`src/rtl/countdown_timer_ctrl.sv`:
```
// Seconds countdown timer: prescaled 1 Hz tick, start/pause/resume/clear control.
// Latency: commands act at the sampling edge; tick/done are registered, visible the cycle after.
// No backpressure: commands are level-sampled every edge, priority clear > start > pause.
`timescale 1ns/1ps

module countdown_timer_ctrl #(
  parameter int DIV   = 100000000,
  parameter int CNT_W = 16
) (
  input  logic             clk_in,
  input  logic             rst,
  input  logic             start,
  input  logic             pause,
  input  logic             clear,
  input  logic [CNT_W-1:0] load_val,
  output logic [CNT_W-1:0] remaining,
  output logic             tick,
  output logic             running,
  output logic             paused,
  output logic             expired,
  output logic             done
);

  localparam int            PW       = $clog2(DIV);
  localparam logic [PW-1:0] PRE_LAST = PW'(DIV - 1);

  typedef enum logic [1:0] {
    IDLE    = 2'd0,
    RUN     = 2'd1,
    PAUSE   = 2'd2,
    EXPIRED = 2'd3
  } state_t;

  state_t           state;
  state_t           state_nxt;
  logic [PW-1:0]    presc;
  logic [PW-1:0]    presc_nxt;
  logic [CNT_W-1:0] remaining_nxt;
  logic             tick_nxt;
  logic             done_nxt;
  logic             pre_last;

  assign pre_last = (presc == PRE_LAST);

  // Next-state, prescaler and count update; command priority is clear > start > pause
  always_comb begin
    state_nxt     = state;
    presc_nxt     = presc;
    remaining_nxt = remaining;
    tick_nxt      = 1'b0;
    done_nxt      = 1'b0;

    if (clear) begin
      state_nxt     = IDLE;
      presc_nxt     = '0;
      remaining_nxt = '0;
    end else begin
      case (state)
        IDLE, EXPIRED: begin
          if (start) begin
            presc_nxt = '0;
            if (load_val != '0) begin
              remaining_nxt = load_val;
              state_nxt     = RUN;
            end else begin
              // Zero load expires immediately without ever ticking
              remaining_nxt = '0;
              state_nxt     = EXPIRED;
              done_nxt      = 1'b1;
            end
          end
        end
        RUN: begin
          if (pre_last) begin
            presc_nxt = '0;
            tick_nxt  = 1'b1;
            // Guarded compare so the count can never wrap below zero
            if (remaining <= CNT_W'(1)) begin
              remaining_nxt = '0;
              state_nxt     = EXPIRED;
              done_nxt      = 1'b1;
            end else begin
              remaining_nxt = remaining - CNT_W'(1);
            end
          end else begin
            presc_nxt = presc + PW'(1);
          end
          // start outranks pause even though start itself is a no-op in RUN;
          // expiry on the same edge wins over pausing
          if (!start && pause && (state_nxt == RUN)) begin
            state_nxt = PAUSE;
          end
        end
        PAUSE: begin
          // Prescaler keeps its held value so the partial second resumes
          if (start) begin
            state_nxt = RUN;
          end
        end
        default: begin
          state_nxt = IDLE;
        end
      endcase
    end
  end

  // State, prescaler, count and pulse registers with synchronous reset
  always_ff @(posedge clk_in) begin
    if (rst) begin
      state     <= IDLE;
      presc     <= '0;
      remaining <= '0;
      tick      <= 1'b0;
      done      <= 1'b0;
    end else begin
      state     <= state_nxt;
      presc     <= presc_nxt;
      remaining <= remaining_nxt;
      tick      <= tick_nxt;
      done      <= done_nxt;
    end
  end

  assign running = (state == RUN);
  assign paused  = (state == PAUSE);
  assign expired = (state == EXPIRED);

endmodule

```
`config.mk`:
```
export PLATFORM = sky130hd
export DESIGN_NAME = countdown_timer_ctrl
export DESIGN_NICKNAME = d
export VERILOG_FILES = /design/src/rtl/countdown_timer_ctrl.sv
export SDC_FILE = /design/constraint.sdc
export NUM_CORES = 1
export LEC_CHECK = 0
export ABC_AREA = 0
export CORE_MARGIN = 1.5
export CORE_UTILIZATION = 57
export DETAILED_ROUTE_END_ITERATION = 8
export HOLD_SLACK_MARGIN = 0.1
export PLACE_DENSITY = 0.84
export SLEW_MARGIN = 25
export SYNTH_ARGS = -nofsm -noshare
export SYNTH_HDL_FRONTEND = slang
export SYNTH_SLANG_ARGS = --single-unit
```
`constraint.sdc`:
```
create_clock -name clk_in -period 4.7 [get_ports clk_in]
set_input_delay 0.94 -clock clk_in [delete_from_list [all_inputs] [get_ports clk_in]]
set_output_delay 0.94 -clock clk_in [all_outputs]
set_load 0.1 [all_outputs]
```
Word-level counts from Yosys, hierarchy flattened:

Index checks and enable logic that the tools add are counted.

* register bits: 47
* bits of input ports: 21
* output and inout bits: 21

* add/subtract/negate cells: 2
* order comparisons: 1
* equality and inequality tests: 8
* multiplexer cells: 23
* bitwise operators: 1
* reductions and logical operators: 12

Operators by type and width (number)
* 2-to-1 mux 16 bit: 4
* 2-to-1 mux 27 bit: 2
* case mux 27 bit (2 select lines): 1
* case mux 16 bit (2 select lines): 1
* adder 27 x 1 -> 27 bit, second input constant: 1
* equality test 27 bit, second input constant: 1
* <= comparator 16 x 1 -> 1 bit, second input constant: 1
* 2-to-1 mux 2 bit: 8
* nonzero test 16 bit: 1
* subtractor 16 x 1 -> 16 bit, second input constant: 1
* case mux 2 bit (3 select lines): 1
* 2-to-1 mux 1 bit: 5
* equality test 2 x 1 -> 1 bit, second input constant: 2
* equality test 2 bit, second input constant: 2
* inequality test 2 bit, second input constant: 2
* AND reduction 2 bit: 2
* OR reduction 2 bit: 2
* AND reduction 3 bit: 1
* OR reduction 3 bit: 1
* logical AND 1 bit: 2
* zero test 2 bit: 1
* inequality test 2 x 1 -> 1 bit, second input constant: 1
* case mux 1 bit (2 select lines): 1
* nonzero test 2 bit: 1
* other kinds (2): 2

Longest topological paths before layout:

* depth after elaboration: 9
* mapped depth: 11

Least setup slack after synthesis:

Ideal clock, no wire load.

* path type: reg2reg
* from: reg state[0]
* to: reg presc[20]
* setup time: 115 ps
* data arrival time: 2622 ps
* slack: 1964 ps
* cell stages (with the launch flop): 8
* period minus slack after synthesis: 2736 ps
* cells stage by stage: dfxtp_1 -> ha_1 -> mux2_2 -> buf_2 -> nand4_1 -> nor4b_1 -> xnor2_1 -> nor2_1

* elaborated cells on any way between the ends: 8

RTL lines
* start: declaration: line 34 `state_t state;`
* start signal: assignment: line 116 `state <= state_nxt;`
* equality test 2 x 1 -> 1 bit (*)
* net running: line 18 `output logic running,`
* nonzero test 2 bit (no source line)
* AND reduction 2 bit (no source line)
* end signal: assignment: line 117 `presc <= presc_nxt;`
* end: declaration: line 36 `logic [PW-1:0] presc;`

Mark *: on every way through the listed nets, which the timed path passes. The rest lies on a longest branch.
A chain may end at the register's enable or synchronous reset.

Final worst setup path:

* from: reg state[0]
* to: out running

* word-level cells in the longest chain between the ends: 1

RTL lines
* equality test 2 x 1 -> 1 bit: line 124 `assign running = (state == RUN);`
* end: declaration: line 18

No other way between the ends.

==> reports/qor.txt <==
Status: completed
Largest family of logic cells by synthesized area: simple AND/OR/NAND/NOR gates
Mean instance size in the synthesized netlist: 8.09 um^2
Switching Power: 0.267 mW
Min cycle time layout: 3490 ps
Hold path depth: 2
Number of I/O port buffers: 41
GRT overflow: 0
Multiplexer share of the synthesized area: 0.00766
CTS tree: done
Commonest cells after routing, fill and taps aside: dfxtp_1 (47), nor2_1 (44), clkdlybuf4s50_1 (41), nand2_1 (33), xnor2_1 (23)
Setup bufs post-CTS: 0
Clock Power Share: 0.324
Vias in the first global route: 2537
Mapped cell area: 2780 um^2
Worst slack, placed: 1340 ps
IR drop worst, VDD: 0.000186 V
H-tree depth: 2
Post-synth EDFFs: 0
Via/cell ratio: 6.33
Max Fanout on Critical Path: 17
Root Driver: clkbuf_8
Fin. max-slew vios: 0
Area Growth Syn to Fin: 18.8%
Mapped Cells: 343
R2R setup slack: 1770 ps
Fin Clk Skew: 7.34 ps
Worst path required time: 3760 ps
Fmax: 287 MHz
Hold crit path type: flip-flop to flip-flop
Hold Crit Endpoint: presc[1]$_SDFFE_PP0P_
Worst reg2reg path startpoint: state[0]$_SDFFE_PP0P_
Pwr/cell area: 272 nW/um^2
Worst R2R End: presc[25]$_SDFFE_PP0P_
Cts hold-fix bufs: 0
Tcrit/Tclk final: 0.742
Die height: 72.8 um
DP HPWL: 5.11 mm
XOR/XNOR share of the synthesized area: 0.0915
Final nets: 404
PnR worst setup slack: 1210 ps
CP arrival: 2550 ps
Count of final hold-check violations: 0
CTS Buf Count: 5
Combinational share of power: 0.212
RSZ-0062 raised after global routing: false
Adder-Cell Fraction of Synth Area: 0.0270
Register-to-Register Path Depth: 7
Startpoint Class: flip-flop
GP Congestion: 0.921
Synth Area in Compound Gates: 0.173
Final ANT Viol Nets: 0
Final Setup Violations: 0
Initial Util: 0.592
Drt total wl: 6.97 mm
Die ar.: 5300 um^2
Worst setup startpoint: state[0]$_SDFFE_PP0P_
Placeable Area: 4690 um^2
Fraction of registers with async set or reset after synthesis: 0
Synth Warn #: 0
Clock Latency Late Sink: 300 ps
Synthesized flop and latch total: 47
Antenna Cells: 0
Max-cap violations: 0
Actual slew at the worst max-slew pin: 986 ps
Residual DRC: 0
Number of I/O pins: 42
Min-delay src: presc[1]$_SDFFE_PP0P_
Initial antenna violation count: 0
Flop pwr share: 0.464
Number of core rows: 25
Library cells used by synthesis: 56
DIE WIDTH: 72.8 um
Pre-antenna DRT Iters: 5
Switching share of power: 0.298
P_int: 0.629 mW
Setup TNS: 0 ps
Most common cell after layout, fill and taps aside: dfxtp_1
Synth Area in Simple Gates: 0.313
Resized Gates After CTS: 0
Total number of vias: 2728
Predominant post-synthesis flop cell: dfxtp_1
Sequential area share after synthesis: 0.339
Crit Path Class: flip-flop to output pin
# clock sinks: 47
GRT Overall Usage: 0.274
Slew HR: 0.340
Syn_nets: 370
Worst-case clock buffer depth: 2
Leak pwr: 1.07 nW
First-pass GRT wire length: 11.6 mm
Clock transition at path regs: 90 ps
WL/cell: 16.2 um
Share of post-route cells with drive strength above 1: 0.0504
Largest net degree at the start of global routing: 28
Initial DRC Count: 287
Crit path capture type: output pin
## power by group through the flow
stage	Clock, mW	Sequential, mW	Combinational [mW]
after floorplan	0	0.465	0.0948
after global placement	0	0.425	0.185
after detailed placement	0	0.425	0.188
after CTS	0.294	0.415	0.189
after global routing	0.308	0.417	0.204
final	0.290	0.416	0.190
## how the worst max path moves through the flow
stage,slack [ps],cells after the start,endpoint
floorplan,1960,7,presc[20]$_SDFFE_PP0P_
global placement,1450,7,presc[23]$_SDFFE_PP0P_
detailed placement,1340,7,presc[5]$_SDFFE_PP0P_
CTS,1230,2,running
global route,1150,2,running
finish,1210,2,running
## final cells by class
class | count | area, um^2
clock buffers | 5 | 68.8
clock inverters | 2 | 37.5
fillers | 408 | 1390
inverters | 13 | 48.8
multi-input cells | 266 | 1700
flip-flops and latches | 47 | 941
well taps | 54 | 67.6
repair buffers | 44 | 433
## sequential cells by signal (all words and copies together) (netlist names)
register,cells
done,1
presc,27
remaining,16
state,2
tick,1
## through the flow
stage | power, mW | utilization | instance area (um^2) | std cells | hold slack (ps)
final | 0.896 | 0.703 | 3300 | 431 | 475
after global routing | 0.929 | 0.703 | 3300 | 431 | 515
after CTS | 0.899 | 0.703 | 3300 | 431 | 479
after detailed placement | 0.613 | 0.681 | 3190 | 424 | 467
after global placement | 0.610 | 0.680 | 3190 | 424 | 455
after floorplan | 0.559 | - | 2780 | 343 | 443
## per-layer routing
metal,vias up,track usage,share of wire
li1,1328,-,-
met1,1302,0.332,0.43
met2,88,0.489,0.51
met3,10,0.0414,0.048
met4,0,0.0985,0.014
met5,-,0,0
## worst max-delay path, stage by stage, from the launching register on
cell and delay [ps]:
dfxtp_1 410, ha_1 590, clkdlybuf4s50_1 1250
## cell usage after synthesis, types with 2 or more instances
library cell,number,area share
dfxtp_1,47,0.34
nor2_1,44,0.059
nand2_1,33,0.045
xnor2_1,23,0.073
nor4_1,15,0.034
nor3_1,14,0.025
inv_1,13,0.018
nand3_1,12,0.022
nand4_1,11,0.025
a21oi_1,10,0.018
o21ai_0,9,0.016
a32o_1,7,0.025
buf_2,7,0.013
o21ai_1,7,0.013
ha_1,6,0.027
xor2_1,6,0.019
clkbuf_1,5,0.0068
nor4b_1,5,0.016
a2bb2oi_1,4,0.013
and3_1,4,0.0090
buf_4,4,0.011
o2bb2ai_1,4,0.013
a41oi_1,3,0.0095
nor2b_1,3,0.0068
o211ai_1,3,0.0081
o22ai_1,3,0.0068
a21o_1,2,0.0054
a22oi_1,2,0.0054
a31oi_1,2,0.0045
and2_1,2,0.0045
and4_1,2,0.0063
nand3b_1,2,0.0054
nor4_4,2,0.015
nor4bb_1,2,0.0072
o21a_1,2,0.0054
or3_1,2,0.0045
or4b_1,2,0.0072
## cell families (layout without fill, tap and decap cells)
logic type / after synthesis / after routing
adders and majority gates: 6 / 6
muxes: 2 / 2
DFF: 47 / 47
AOI/OAI and AO/OA: 67 / 67
and+or+nand+nor: 162 / 162
buffers and inverters: 30 / 64
xor gates and xnor gates: 29 / 29
Note: power is estimated with default switching activity, not from simulation.
==> patch (config.mk and constraints unchanged) <==
`DIV`: 100000000 -> 25000000.
--- a/src/rtl/countdown_timer_ctrl.sv
+++ b/src/rtl/countdown_timer_ctrl.sv
@@ -6,3 +6,3 @@
 module countdown_timer_ctrl #(
-  parameter int DIV   = 100000000,
+  parameter int DIV   = 25000000,
   parameter int CNT_W = 16
Function: same outputs for any inputs over 10 cycles, from zero or initial values; that may be too few to reach the edited logic, so the function may still have changed.
==> patch against the unedited design <==
The run now ends with design-rule violations left; wire length decreased by 3.0%; synthesized cell count down 9.3%; critical path type unchanged; clock power down 17%; highest routed layer unchanged; synthesized area is 3.9% lower; worst setup slack gained 0.11 ns; design area down 3.9%; total power shrank 3.8%; sequential share of layout area is 0.10 points lower; cell count shrank 7.2%; sequential cell count down 2.
==> patch: results (changes against the unedited design) <==
<table>
<tr><th>Metric</th><th>Value</th></tr>
<tr><th colspan="2">Finish</th></tr>
<tr><td>Fraction of area in multi-input gates</td><td>52.05% (+0.44 points)</td></tr>
<tr><td>Post-layout net count</td><td>374 (-7.4%)</td></tr>
<tr><td>Layout cell share with drive strength beyond 1</td><td>8.621% (+3.6 points)</td></tr>
<tr><td>Footprint of the multi-input gates</td><td>1650 µm² (-3.1%)</td></tr>
<tr><td>Total number of sequential cells</td><td>45 (-4.3%)</td></tr>
<tr><td>Fill cell total of the finished layout</td><td>363 (-11%)</td></tr>
<tr><td>Count of multi-input combinational gates</td><td>240 (-9.8%)</td></tr>
<tr><td>Number of clock buffers in the layout</td><td>6 (+1)</td></tr>
<tr><th colspan="2">Global route</th></tr>
<tr><td>M3 GR Usage</td><td>6.610% (+2.5 points)</td></tr>
<tr><td>Number of global-route vias before repair</td><td>2325 (-8.4%)</td></tr>
<tr><td>Global-route wire length before repair</td><td>11260 µm (-2.5%)</td></tr>
<tr><th colspan="2">Detailed routing</th></tr>
<tr><td>DRC viols</td><td>4 (+4)</td></tr>
<tr><td>Routed Wire Length</td><td>6760 µm (-3.0%)</td></tr>
<tr><td>Met3 Routed Length</td><td>609 µm (+81%)</td></tr>
<tr><td>Detailed-routing wirelength on met1</td><td>3005 µm (about the same)</td></tr>
<tr><th colspan="2">Yosys</th></tr>
<tr><td>Synthesized area per cell</td><td>8.581 µm² (+6.0%)</td></tr>
<tr><td>Top cell types by occurrence after synthesis</td><td>dfxtp_1, nor2_1, nand2_1, xnor2_1, nor4_1</td></tr>
<tr><th colspan="2">Placed design</th></tr>
<tr><td>HPWL after detailed placement</td><td>4885 µm (-4.4%)</td></tr>
<tr><td>Placed Instance Area</td><td>3075 µm² (-3.7%)</td></tr>
<tr><th colspan="2">Status</th></tr>
<tr><td>Violations in the final reports</td><td>design-rule violations</td></tr>
<tr><td>Status</td><td>complete, but fails checks</td></tr>
<tr><th colspan="2">Critical path</th></tr>
<tr><td>Critical path peak fanout</td><td>13 (-4)</td></tr>
<tr><td>Arrival time of the worst setup path</td><td>2.44 ns (-0.11 ns)</td></tr>
<tr><th colspan="2">STA</th></tr>
<tr><td>Slew @ Worst Pin</td><td>0.9789 ns (-0.007402 ns)</td></tr>
<tr><th colspan="2">Power</th></tr>
<tr><td>Worst voltage drop across the vdd grid</td><td>0.1899 mV (+1.9%)</td></tr>
</table>
==> patch: cell types whose count changed after synthesis, sizes merged, moves of 5 or more <==
cell,delta
a211oi,+8
nor3,-7
a22oi,+5
nand2,-6
buf,-5
o21ai,-11
o32ai,+6
nor4b,-5
==> patch: worst paths after layout <==
kind | to | slack [ns] | cells after the start
worst max-delay path | running | 1.32 | 2
worst min-delay path | presc[1]$_SDFFE_PP0P_ | 0.48 | 2
worst max register to register | remaining[15]$_SDFFE_PP0P_ | 2.16 | 5
worst min register to register | presc[1]$_SDFFE_PP0P_ | 0.48 | 2
==> patch: report_power, final <==
part           switching [mW]  total, mW  internal [mW]
registers              0.0131      0.401          0.388
logic                   0.143      0.219         0.0760
clock network           0.137      0.242          0.105
==> patch: worst max-delay path, cell delays in order, from the launching register on <==
cell             delay (ns)
dfxtp_1                0.42
ha_1                   0.49
clkdlybuf4s50_1        1.23
